**src/rtl/branch_hazard_controller_pkg.sv**
```systemverilog
// Shared MIPS definitions: branch-kind codes, hazard FSM states and stall-depth codes.
// Latency: n/a (types only); backpressure: n/a.
package branch_hazard_controller_pkg;

    typedef enum logic [2:0] {
        BR_NONE = 3'd0,
        BR_JR   = 3'd1,
        BR_JALR = 3'd2,
        BR_BEQ  = 3'd3,
        BR_BNE  = 3'd4,
        BR_J    = 3'd5
    } branch_kind_e;

    typedef enum logic [1:0] {
        ST_IDLE     = 2'd0,
        ST_STALL    = 2'd1,
        ST_REDIRECT = 2'd2
    } hz_state_e;

    localparam logic [1:0] STALL_NONE = 2'd0;
    localparam logic [1:0] STALL_ONE  = 2'd1;
    localparam logic [1:0] STALL_TWO  = 2'd2;

endpackage

```
**src/rtl/branch_hazard_controller_detector.sv**
```systemverilog
// Combinational branch operand hazard check: returns the stall depth (0/1/2) for the ID branch.
// Latency: 0 cycles; backpressure: none, pure function of its inputs.
module branch_hazard_detector
    import branch_hazard_controller_pkg::*;
#(
    parameter int CANT_BITS_FLAG_BRANCH       = 3,
    parameter int CANT_BITS_ADDRESS_REGISTROS = 5
) (
    input  logic [CANT_BITS_FLAG_BRANCH-1:0]       i_flag_branch,
    input  logic [CANT_BITS_ADDRESS_REGISTROS-1:0] i_rs,
    input  logic [CANT_BITS_ADDRESS_REGISTROS-1:0] i_rt,
    input  logic                                   i_ex_reg_write,
    input  logic                                   i_ex_mem_read,
    input  logic [CANT_BITS_ADDRESS_REGISTROS-1:0] i_ex_rd,
    input  logic                                   i_mem_mem_read,
    input  logic [CANT_BITS_ADDRESS_REGISTROS-1:0] i_mem_rd,
    output logic                                   o_branch_active,
    output logic [1:0]                             o_stall_count
);

    localparam logic [CANT_BITS_FLAG_BRANCH-1:0] K_JR  = CANT_BITS_FLAG_BRANCH'(BR_JR);
    localparam logic [CANT_BITS_FLAG_BRANCH-1:0] K_BEQ = CANT_BITS_FLAG_BRANCH'(BR_BEQ);
    localparam logic [CANT_BITS_FLAG_BRANCH-1:0] K_BNE = CANT_BITS_FLAG_BRANCH'(BR_BNE);
    localparam logic [CANT_BITS_FLAG_BRANCH-1:0] K_J   = CANT_BITS_FLAG_BRANCH'(BR_J);

    logic rt_used;
    logic dep_ex;
    logic dep_mem;

    always_comb begin
        o_branch_active = (i_flag_branch >= K_JR) && (i_flag_branch <= K_J);
        // Only the compare branches read rt; jumps and JR/JALR read rs alone.
        rt_used = (i_flag_branch == K_BEQ) || (i_flag_branch == K_BNE);
        dep_ex  = (i_ex_rd != '0) &&
                  ((i_rs == i_ex_rd) || (rt_used && (i_rt == i_ex_rd)));
        dep_mem = (i_mem_rd != '0) &&
                  ((i_rs == i_mem_rd) || (rt_used && (i_rt == i_mem_rd)));

        o_stall_count = STALL_NONE;
        if (o_branch_active) begin
            if (i_ex_mem_read && dep_ex) begin
                o_stall_count = STALL_TWO;
            end else if ((i_ex_reg_write && dep_ex) || (i_mem_mem_read && dep_mem)) begin
                o_stall_count = STALL_ONE;
            end
        end
    end

endmodule

```
**src/rtl/branch_hazard_controller.sv**
```systemverilog
// ID-stage branch hazard controller: stalls on operand hazards, redirects PC on taken branches, keeps stats.
// Latency: stall is combinational in the detection cycle, redirect 1 cycle after resolution; i_enable_etapa=0 freezes all.
module branch_hazard_controller
    import branch_hazard_controller_pkg::*;
#(
    parameter int CANT_BITS_ADDR              = 11,
    parameter int CANT_BITS_FLAG_BRANCH       = 3,
    parameter int CANT_BITS_ADDRESS_REGISTROS = 5,
    parameter int CANT_BITS_CONTADOR          = 16
) (
    input  logic                                   i_clock,
    input  logic                                   i_reset,
    input  logic                                   i_enable_etapa,
    input  logic [CANT_BITS_FLAG_BRANCH-1:0]       i_flag_branch,
    input  logic                                   i_branch_control,
    input  logic [CANT_BITS_ADDR-1:0]              i_branch_dir,
    input  logic [CANT_BITS_ADDRESS_REGISTROS-1:0] i_rs,
    input  logic [CANT_BITS_ADDRESS_REGISTROS-1:0] i_rt,
    input  logic                                   i_ex_reg_write,
    input  logic                                   i_ex_mem_read,
    input  logic [CANT_BITS_ADDRESS_REGISTROS-1:0] i_ex_rd,
    input  logic                                   i_mem_mem_read,
    input  logic [CANT_BITS_ADDRESS_REGISTROS-1:0] i_mem_rd,
    output logic                                   o_stall,
    output logic                                   o_pc_load,
    output logic [CANT_BITS_ADDR-1:0]              o_pc_target,
    output logic                                   o_flush_if_id,
    output logic [CANT_BITS_CONTADOR-1:0]          o_branch_count,
    output logic [CANT_BITS_CONTADOR-1:0]          o_taken_count
);

    hz_state_e                     state_q, state_d;
    logic [1:0]                    stall_cnt_q, stall_cnt_d;
    logic [CANT_BITS_ADDR-1:0]     pc_target_q, pc_target_d;
    logic [CANT_BITS_CONTADOR-1:0] branch_count_q, branch_count_d;
    logic [CANT_BITS_CONTADOR-1:0] taken_count_q, taken_count_d;

    logic       branch_active;
    logic [1:0] stall_need;
    logic       run;

    function automatic logic [CANT_BITS_CONTADOR-1:0] sat_inc(
        input logic [CANT_BITS_CONTADOR-1:0] v
    );
        return (&v) ? v : v + CANT_BITS_CONTADOR'(1);
    endfunction

    branch_hazard_detector #(
        .CANT_BITS_FLAG_BRANCH      (CANT_BITS_FLAG_BRANCH),
        .CANT_BITS_ADDRESS_REGISTROS(CANT_BITS_ADDRESS_REGISTROS)
    ) u_detector (
        .i_flag_branch  (i_flag_branch),
        .i_rs           (i_rs),
        .i_rt           (i_rt),
        .i_ex_reg_write (i_ex_reg_write),
        .i_ex_mem_read  (i_ex_mem_read),
        .i_ex_rd        (i_ex_rd),
        .i_mem_mem_read (i_mem_mem_read),
        .i_mem_rd       (i_mem_rd),
        .o_branch_active(branch_active),
        .o_stall_count  (stall_need)
    );

    // Reset also gates the combinational outputs so nothing leaks while held in reset.
    assign run = i_enable_etapa & i_reset;

    always_comb begin
        state_d        = state_q;
        stall_cnt_d    = stall_cnt_q;
        pc_target_d    = pc_target_q;
        branch_count_d = branch_count_q;
        taken_count_d  = taken_count_q;
        o_stall        = 1'b0;
        o_pc_load      = 1'b0;
        o_flush_if_id  = 1'b0;

        if (run) begin
            case (state_q)
                ST_IDLE: begin
                    if (branch_active) begin
                        if (stall_need != STALL_NONE) begin
                            // The detection cycle is the first stall cycle; a one-deep hazard
                            // is fully covered by it, so the branch is re-evaluated next cycle.
                            o_stall     = 1'b1;
                            stall_cnt_d = stall_need - 2'd1;
                            state_d     = (stall_need == STALL_ONE) ? ST_IDLE : ST_STALL;
                        end else begin
                            branch_count_d = sat_inc(branch_count_q);
                            if (i_branch_control) begin
                                taken_count_d = sat_inc(taken_count_q);
                                pc_target_d   = i_branch_dir;
                                state_d       = ST_REDIRECT;
                            end
                        end
                    end
                end
                ST_STALL: begin
                    o_stall     = 1'b1;
                    stall_cnt_d = stall_cnt_q - 2'd1;
                    if (stall_cnt_q <= 2'd1) begin
                        state_d = ST_IDLE;
                    end
                end
                ST_REDIRECT: begin
                    o_pc_load     = 1'b1;
                    o_flush_if_id = 1'b1;
                    state_d       = ST_IDLE;
                end
                default: begin
                    state_d     = ST_IDLE;
                    stall_cnt_d = 2'd0;
                end
            endcase
        end
    end

    always_ff @(posedge i_clock or negedge i_reset) begin
        if (!i_reset) begin
            state_q        <= ST_IDLE;
            stall_cnt_q    <= 2'd0;
            pc_target_q    <= '0;
            branch_count_q <= '0;
            taken_count_q  <= '0;
        end else begin
            state_q        <= state_d;
            stall_cnt_q    <= stall_cnt_d;
            pc_target_q    <= pc_target_d;
            branch_count_q <= branch_count_d;
            taken_count_q  <= taken_count_d;
        end
    end

    assign o_pc_target    = pc_target_q;
    assign o_branch_count = branch_count_q;
    assign o_taken_count  = taken_count_q;

endmodule

```
**config.mk**
```make
export PLATFORM = sky130hd
export DESIGN_NAME = branch_hazard_controller
export DESIGN_NICKNAME = d
export VERILOG_FILES = /design/src/rtl/branch_hazard_controller_pkg.sv /design/src/rtl/branch_hazard_controller_detector.sv /design/src/rtl/branch_hazard_controller.sv
export SDC_FILE = /design/constraint.sdc
export NUM_CORES = 1
export LEC_CHECK = 0
export CAP_MARGIN = 20
export CORE_MARGIN = 4
export CORE_UTILIZATION = 45
export DETAILED_ROUTE_END_ITERATION = 8
export GPL_ROUTABILITY_DRIVEN = 1
export GPL_TIMING_DRIVEN = 0
export PLACE_DENSITY = 0.79
export SYNTH_ARGS = -nofsm -noshare
export SYNTH_HDL_FRONTEND = slang
export SYNTH_SLANG_ARGS = --single-unit
```
**constraint.sdc**
```tcl
create_clock -name i_clock -period 3.15 [get_ports i_clock]
set_input_delay 0.63 -clock i_clock [delete_from_list [all_inputs] [get_ports i_clock]]
set_output_delay 0.63 -clock i_clock [all_outputs]
set_load 0.1 [all_outputs]
```
==> flow_metrics.env <==
export IMPL_areaGrowthSynthToFinish_pct=53.3
export IMPL_fp_row_count=27
export IMPL_max_slew_margin_pct=31.4
export IMPL_die_x_um=83.0
export IMPL_synth_area_per_cell_sq_um=10.6
export IMPL_totalWireLength_um=6440
export IMPL_clk_path_buf_depth=2
export IMPL_grt_max_degree=32
export IMPL_antenna_found_initial=0
export IMPL_chipHeight_um=83.0
export IMPL_hold_viol_final=0
export IMPL_port_buffers=86
export IMPL_ys_ff_latch=47
export IMPL_start_util_pct=46.3
export IMPL_yosysWarnings=0
export IMPL_endpoint_kind="output port"
export IMPL_vias=2174
export IMPL_dieArea_sq_um=6890
export IMPL_max_freq_mhz=307
export IMPL_cts_tree="done"
export IMPL_routedWlPerCell_um=15.2
export IMPL_critPathLaunch="i_ex_rd[4]"
export IMPL_violations="negative setup slack"
export IMPL_cts_sinks=47
export IMPL_viasPerCell=5.13
export IMPL_postSynthCellCount=239
export IMPL_synth_top_family_by_area="simple AND/OR/NAND/NOR gates"
export IMPL_ir_worst_vdd_mv=0.445
export IMPL_insertion_delay_ps=300
export IMPL_synth_compound_area_share_pct=6.57
export IMPL_dr_first_iter_drc_count=88
export IMPL_cellPowerDensity_nw_per_um2=614
export IMPL_finalNonFillerCells=424
export IMPL_gp_congestion=0.842
export IMPL_cp_arrival_ps=2630
export IMPL_max_cap_viol_count=0
export IMPL_setup_violations=5
export IMPL_drive_gt1_share_pct=28.4
export IMPL_postLayoutCoreUtil_pct=70.9
export IMPL_dr_pass1_iters=4
export IMPL_synth_cell_types=39
export IMPL_clk_pin_slew_ps=90
export IMPL_hpwl_um=4670
export IMPL_overflow=0
export IMPL_synthMuxAreaShare_pct=6.62
export IMPL_pin_count=87
export IMPL_cp_max_fo=3
export IMPL_place_inst=398
export IMPL_synthArstFlopShare_pct=100
export IMPL_cts_hold_buffers=0
export IMPL_drcViolationCount=0
export IMPL_syn_num_nets=285
export IMPL_fillers=417
export IMPL_synth_flop_cell="dfrtp_1"
export IMPL_post_route_period_util_pct=104
export IMPL_r2r_end="o_taken_count[1]"
export IMPL_rsz0062_at_grt="yes"
export IMPL_synthXorXnorAreaFrac_pct=16.6
export IMPL_final_max_slew_violation_count=0
export IMPL_synth_simple_area_share_pct=18.7
export IMPL_reg2reg_slack_ps=930
export IMPL_cts_root_buf="clkbuf_8"
export IMPL_reg2reg_depth=5
export IMPL_leakagePower_nw=1.67
export IMPL_grt_pass1_wl_um=10300
export IMPL_grt_pass1_vias=2215
export IMPL_worst_slew_pin_slew_ps=1030
export IMPL_synth_seq_area_share_pct=46.4
export IMPL_diodes=0
export IMPL_finalPower_mw=2.38
export IMPL_htree_levels=2
export IMPL_setup_worst_path_start_class="input pin"
export IMPL_status="finished, violations left"
export IMPL_hold_path_class="input pin to asynchronous set/reset pin"
export IMPL_finalWorstSetupSlack_ps=-112
export IMPL_r2r_start="o_taken_count[4]"
export IMPL_final_nets=397
export IMPL_cp_data_required_time_ps=2520
export IMPL_core_sq_um=5470
export IMPL_finalClockSkew_ps=9.37
export IMPL_cts_buffers_inserted=5
export IMPL_synth_edf_count=0
export IMPL_postRouteAntennaNets=0
export IMPL_path_class="input pin to output port"
export IMPL_fin_crit_ps=3260
export IMPL_track_usage_pct=18.3
export IMPL_syn_cell_area_sq_um=2530
export IMPL_synth_fa_ha_area_share_pct=2.47
==> worst max-delay path by stage <==
stage                            to  slack (ps)  depth (start not counted)
after floorplan             o_stall        -250                          9
after global placement    o_pc_load       -2590                          5
after detailed placement    o_stall       -1450                         11
after CTS                   o_stall         -80                         11
after global routing        o_stall        -230                         11
final                       o_stall        -110                         11
==> metrics by stage <==
| stage | hold WS (ps) | area, sq um | setup slack, ps | setup TNS (ps) |
|---|---|---|---|---|
| floorplan | 334 | 2580 | -254 | -317 |
| global placement | 474 | 3540 | -2590 | -83230 |
| detailed placement | 474 | 3550 | -1450 | -29060 |
| CTS | 256 | 3770 | -80.2 | -100 |
| global route | 272 | 3880 | -226 | -1070 |
| finish | 264 | 3880 | -112 | -149 |
==> placed cells by master, fill, tap and decap left out, drive strengths merged <==
master         synthesis  final
buf                    3     33
nand3                 12     12
o21ai                  3      3
or3                    1      1
clkdlybuf4s50          0     61
o2111ai                1      1
nor4                   3      3
and2                   2      2
o211ai                 1      1
mux2i                  1      1
a21o                   2      2
and4                   3      3
a211o                  1      1
a2111oi                2      2
o31ai                  1      1
ha                     5      5
mux2                  14     14
o41ai                  1      1
clkinvlp               0      1
nor4b                  1      1
clkbuf                 2     16
and3                   6      6
nand2                 23     23
inv                   11     11
dlygate4sd2            0      3
and3b                  1      1
o21bai                 1      1
a31oi                  1      1
xor2                  17     17
nand4                  8      8
nor3                  10     10
clkdlybuf4s15          0      3
dfrtp                 47     47
clkinv                 0      1
nor2                  12     12
a21oi                  9      9
xnor2                 31     31
or4                    3      3
==> report_power, final <==
part	total, mW	internal [mW]	leakage [nW]	switching [mW]
clock network	0.381	0.179	0.0474	0.201
registers	0.803	0.703	0.591	0.100
logic	1.20	0.325	1.03	0.874
==> cell type report <==
class                      count  area, sq um  share of cell area [%]
multi-input combinational    176         1470                    37.7
sequential                    47         1180                    30.3
timing repair buffer         105          985                    25.4
tap                           72         90.1                    2.32
clock buffer                   6         82.6                    2.13
inverter                      11         41.3                    1.06
buffer                         5         25.0                   0.645
clock inverter                 2         16.3                   0.419
==> registers in the layout (all words and copies together), names as in the netlist <==
register and flops:
o_pc_target 11, o_branch_count 16, state_q 2, stall_cnt_q 2, o_taken_count 16
==> cells by family after synthesis <==
group                    count (synthesis)
adder cells (fa/ha/maj)                  5
flip-flops                              47
AO/OA/AOI/OAI                           23
buffers and inverters                   16
AND/OR/NAND/NOR                         85
XOR/XNOR                                48
multiplexers                            15
==> worst max-delay path, cell delays in order <==
cell	delay, ps
buf_8	110
xnor2_4	150
nand3_1	90
or4_4	560
a21oi_2	140
o211ai_1	160
ha_2	260
inv_2	70
a21oi_4	50
nor3_4	210
buf_12	200
==> metal layers <==
metal	vias to the layer above	global-route usage, %	wire length, um
met1	1053	22.5	2630
met5	-	0	0
li1	1060	-	-
met2	51	31.8	3420
met4	0	4.75	91
met3	10	4.76	293
==> what timing repair did <==
item | in CTS | in global routing
pin swaps | 14 | 27
buffers inserted | 13 | 8
endpoints found under the setup margin | 46 | 32
resized for setup | 62 | 56
gates cloned | 0 | 0
==> cells in the mapped netlist, types with 2 or more instances <==
library cell | instances | share of area (%)
dfrtp_1 | 47 | 46
xnor2_1 | 31 | 11
nand2_1 | 23 | 3.4
xor2_1 | 17 | 5.9
mux2_2 | 13 | 5.8
nor2_1 | 12 | 1.8
inv_1 | 11 | 1.6
nand3_1 | 11 | 2.2
a21oi_1 | 9 | 1.8
nor3_1 | 9 | 1.8
nand4_1 | 8 | 2.0
and3_1 | 6 | 1.5
ha_1 | 5 | 2.5
and4_1 | 3 | 1.0
o21ai_0 | 3 | 0.59
or4_1 | 3 | 0.89
a21o_1 | 2 | 0.59
and2_1 | 2 | 0.49
buf_2 | 2 | 0.40
clkbuf_1 | 2 | 0.30
nor4_1 | 2 | 0.49
Power figures use the tool's default switching activity.
==> edit (same flow settings) <==
The parameter `CANT_BITS_ADDR` goes from 11 to 13.
--- a/src/rtl/branch_hazard_controller.sv
+++ b/src/rtl/branch_hazard_controller.sv
@@ -5,3 +5,3 @@
 #(
-    parameter int CANT_BITS_ADDR              = 11,
+    parameter int CANT_BITS_ADDR              = 13,
     parameter int CANT_BITS_FLAG_BRANCH       = 3,
Interface: changed (resized i_branch_dir and o_pc_target); port bits go from 87 to 91. No check against the original RTL was run, so the function may have changed too.
==> edit against the unedited design <==
Critical path depth rose by 1; count of clock-buffer cells in the layout fell by 1; wire length is 1.6% higher; non-clock buffer count shrank 3; clock power is 13% higher; power grew 4.6%; design area up 0.74%; largest power group unchanged; the run still ends with negative setup slack left; global-route usage rose by 0.51 points; sequential share of layout area is 1.1 points higher; sequential cell count up 2; worst setup slack better by 0.072 ns; synthesized area up 2.8%.
==> edit: results <==
[status]
status = "finished with violations"
failed_checks = "negative setup slack"

[timing]
fin_skew_ns = 0.00729
setup_ws_ns = -0.0399
setup_violations = 1
relSlewSlack = 0.330

[routing]
viasPerCell = 5.14
drt_iter0_markers = 59
num_vias = 2159
drt_wl_total_um = 6540
firstDrtPassIters = 5

[clock_tree]
htreeDepth = 2
cts.repair.resized = 106
cts_root_buf = "clkbuf_8"
cts_buffer_depth = 2
cts.clk_slew.worst_paths_ns = 0.09
post_cts.repair.setup_buffers = 9

[final_layout]
final_nets = 396
nFillCells = 425
final_layout_size_suffix_gt1_frac = 0.247
multi_input_area_mm2 = 0.00144

[placement]
io_buffers = 90
dp_hpwl_um = 4690
place.gp.congestion = 0.844
place_area_mm2 = 0.00367

[synth]
synth_fp_nets = 286
synth.cells.most_frequent = "dfrtp_1 (49), xnor2_1 (32), nand2_1 (26), xor2_1 (17), nand3_1 (16)"
ys_top_cells_by_area = "dfrtp_1 (47%), xnor2_1 (11%), mux2_2 (6.1%)"
syn_inst = 238
synth-seq-area-share = 0.471

[grt]
grt_usage = 0.188
grt_max_degree = 41
grt_pass1_wl_um = 11000
antenna_found_initial = 0
grt_pass1_vias = 2322

[pwr]
power.internal_w = 0.00129
p_leak_nw = 1.71
vdd_ir_drop_max_mv = 0.895

[worst_setup_path]
critPathMaxFanout = 6
==> edit: cell types whose count changed after synthesis, sizes merged, moves of 3 or more <==
cell | unedited run | this run
nand2 | 23 | 26
nand4 | 8 | 5
inv | 11 | 7
nor2 | 12 | 9
nand3 | 12 | 16
==> edit: layout make-up <==
class,count,area share
multi-input cells,178,0.368
repair buffers,103,0.252
flip-flops and latches,49,0.314
plain buffers,4,0.00992
inverters,7,0.00672
clock buffers,5,0.0176
clock inverters,2,0.00896
well taps,72,0.0230
==> edit: worst paths after layout <==
| kind | slack [ns] | cells past startpoint | endpoint | startpoint |
|---|---|---|---|---|
| worst max-delay path | -0.04 | 12 | o_stall | i_flag_branch[2] |
| worst min-delay path | 0.20 | 1 | o_pc_target[4] | i_reset |
| worst max register to register | 0.96 | 6 | o_taken_count[6] | state_q[0] |
| worst min register to register | 0.49 | 2 | stall_cnt_q[1] | stall_cnt_q[1] |
| max in group asynchronous | 2.46 | 2 | o_branch_count[3] | i_reset |
| min in group i_clock | 0.49 | 2 | stall_cnt_q[1] | stall_cnt_q[1] |
==> edit: worst max-delay path, cell delays in order <==
cell      delay [ns]
buf_4           0.14
and3b_1         0.22
a21oi_2         0.05
or4_4           0.43
buf_6           0.14
a21oi_2         0.12
o211ai_1        0.12
ha_2            0.23
inv_2           0.05
a21oi_2         0.06
nor3_4          0.16
buf_12          0.20
==> edit: logic make-up (layout without fill, tap and decap cells) <==
logic type / Yosys count / after routing / synth area share
muxes: 15 / 15 / 0.0649
AOI/OAI and AO/OA: 21 / 21 / 0.0572
buffers and inverters: 11 / 121 / 0.0212
xor gates and xnor gates: 49 / 49 / 0.165
adders and majority gates: 5 / 5 / 0.0240
and+or+nand+nor: 88 / 88 / 0.197
DFF: 49 / 49 / 0.471
==> edit: stage by stage <==
stage	setup TNS, ns	power [W]	setup slack, ns
detailed placement	-29.14	0.00205	-1.45
global route	-0.417	0.00260	-0.140
global placement	-93.38	0.00203	-2.65
floorplan	-0.250	0.00171	-0.250
CTS	-0.0472	0.00249	-0.0258
finish	-0.0399	0.00249	-0.0399
==> edit: power by group through the flow <==
stage / Sequential [W] / Clock, W / Combinational (W)
2_1_floorplan: 0.00150 / 0 / 0.000213
3_3_place_gp: 0.000833 / 0 / 0.00120
3_5_place_dp: 0.000837 / 0 / 0.00121
4_1_cts: 0.000828 / 0.000443 / 0.00122
5_1_grt: 0.000850 / 0.000469 / 0.00128
6_report: 0.000832 / 0.000431 / 0.00123
==> edit: layer usage <==
metal,share of wire,global-route usage,vias up,routed length (µm)
li1,-,-,1046,-
met1,0.43,0.242,1039,2840
met2,0.48,0.305,67,3160
met3,0.074,0.0652,7,484
met4,0.0099,0.0439,0,65
met5,0,0,-,0
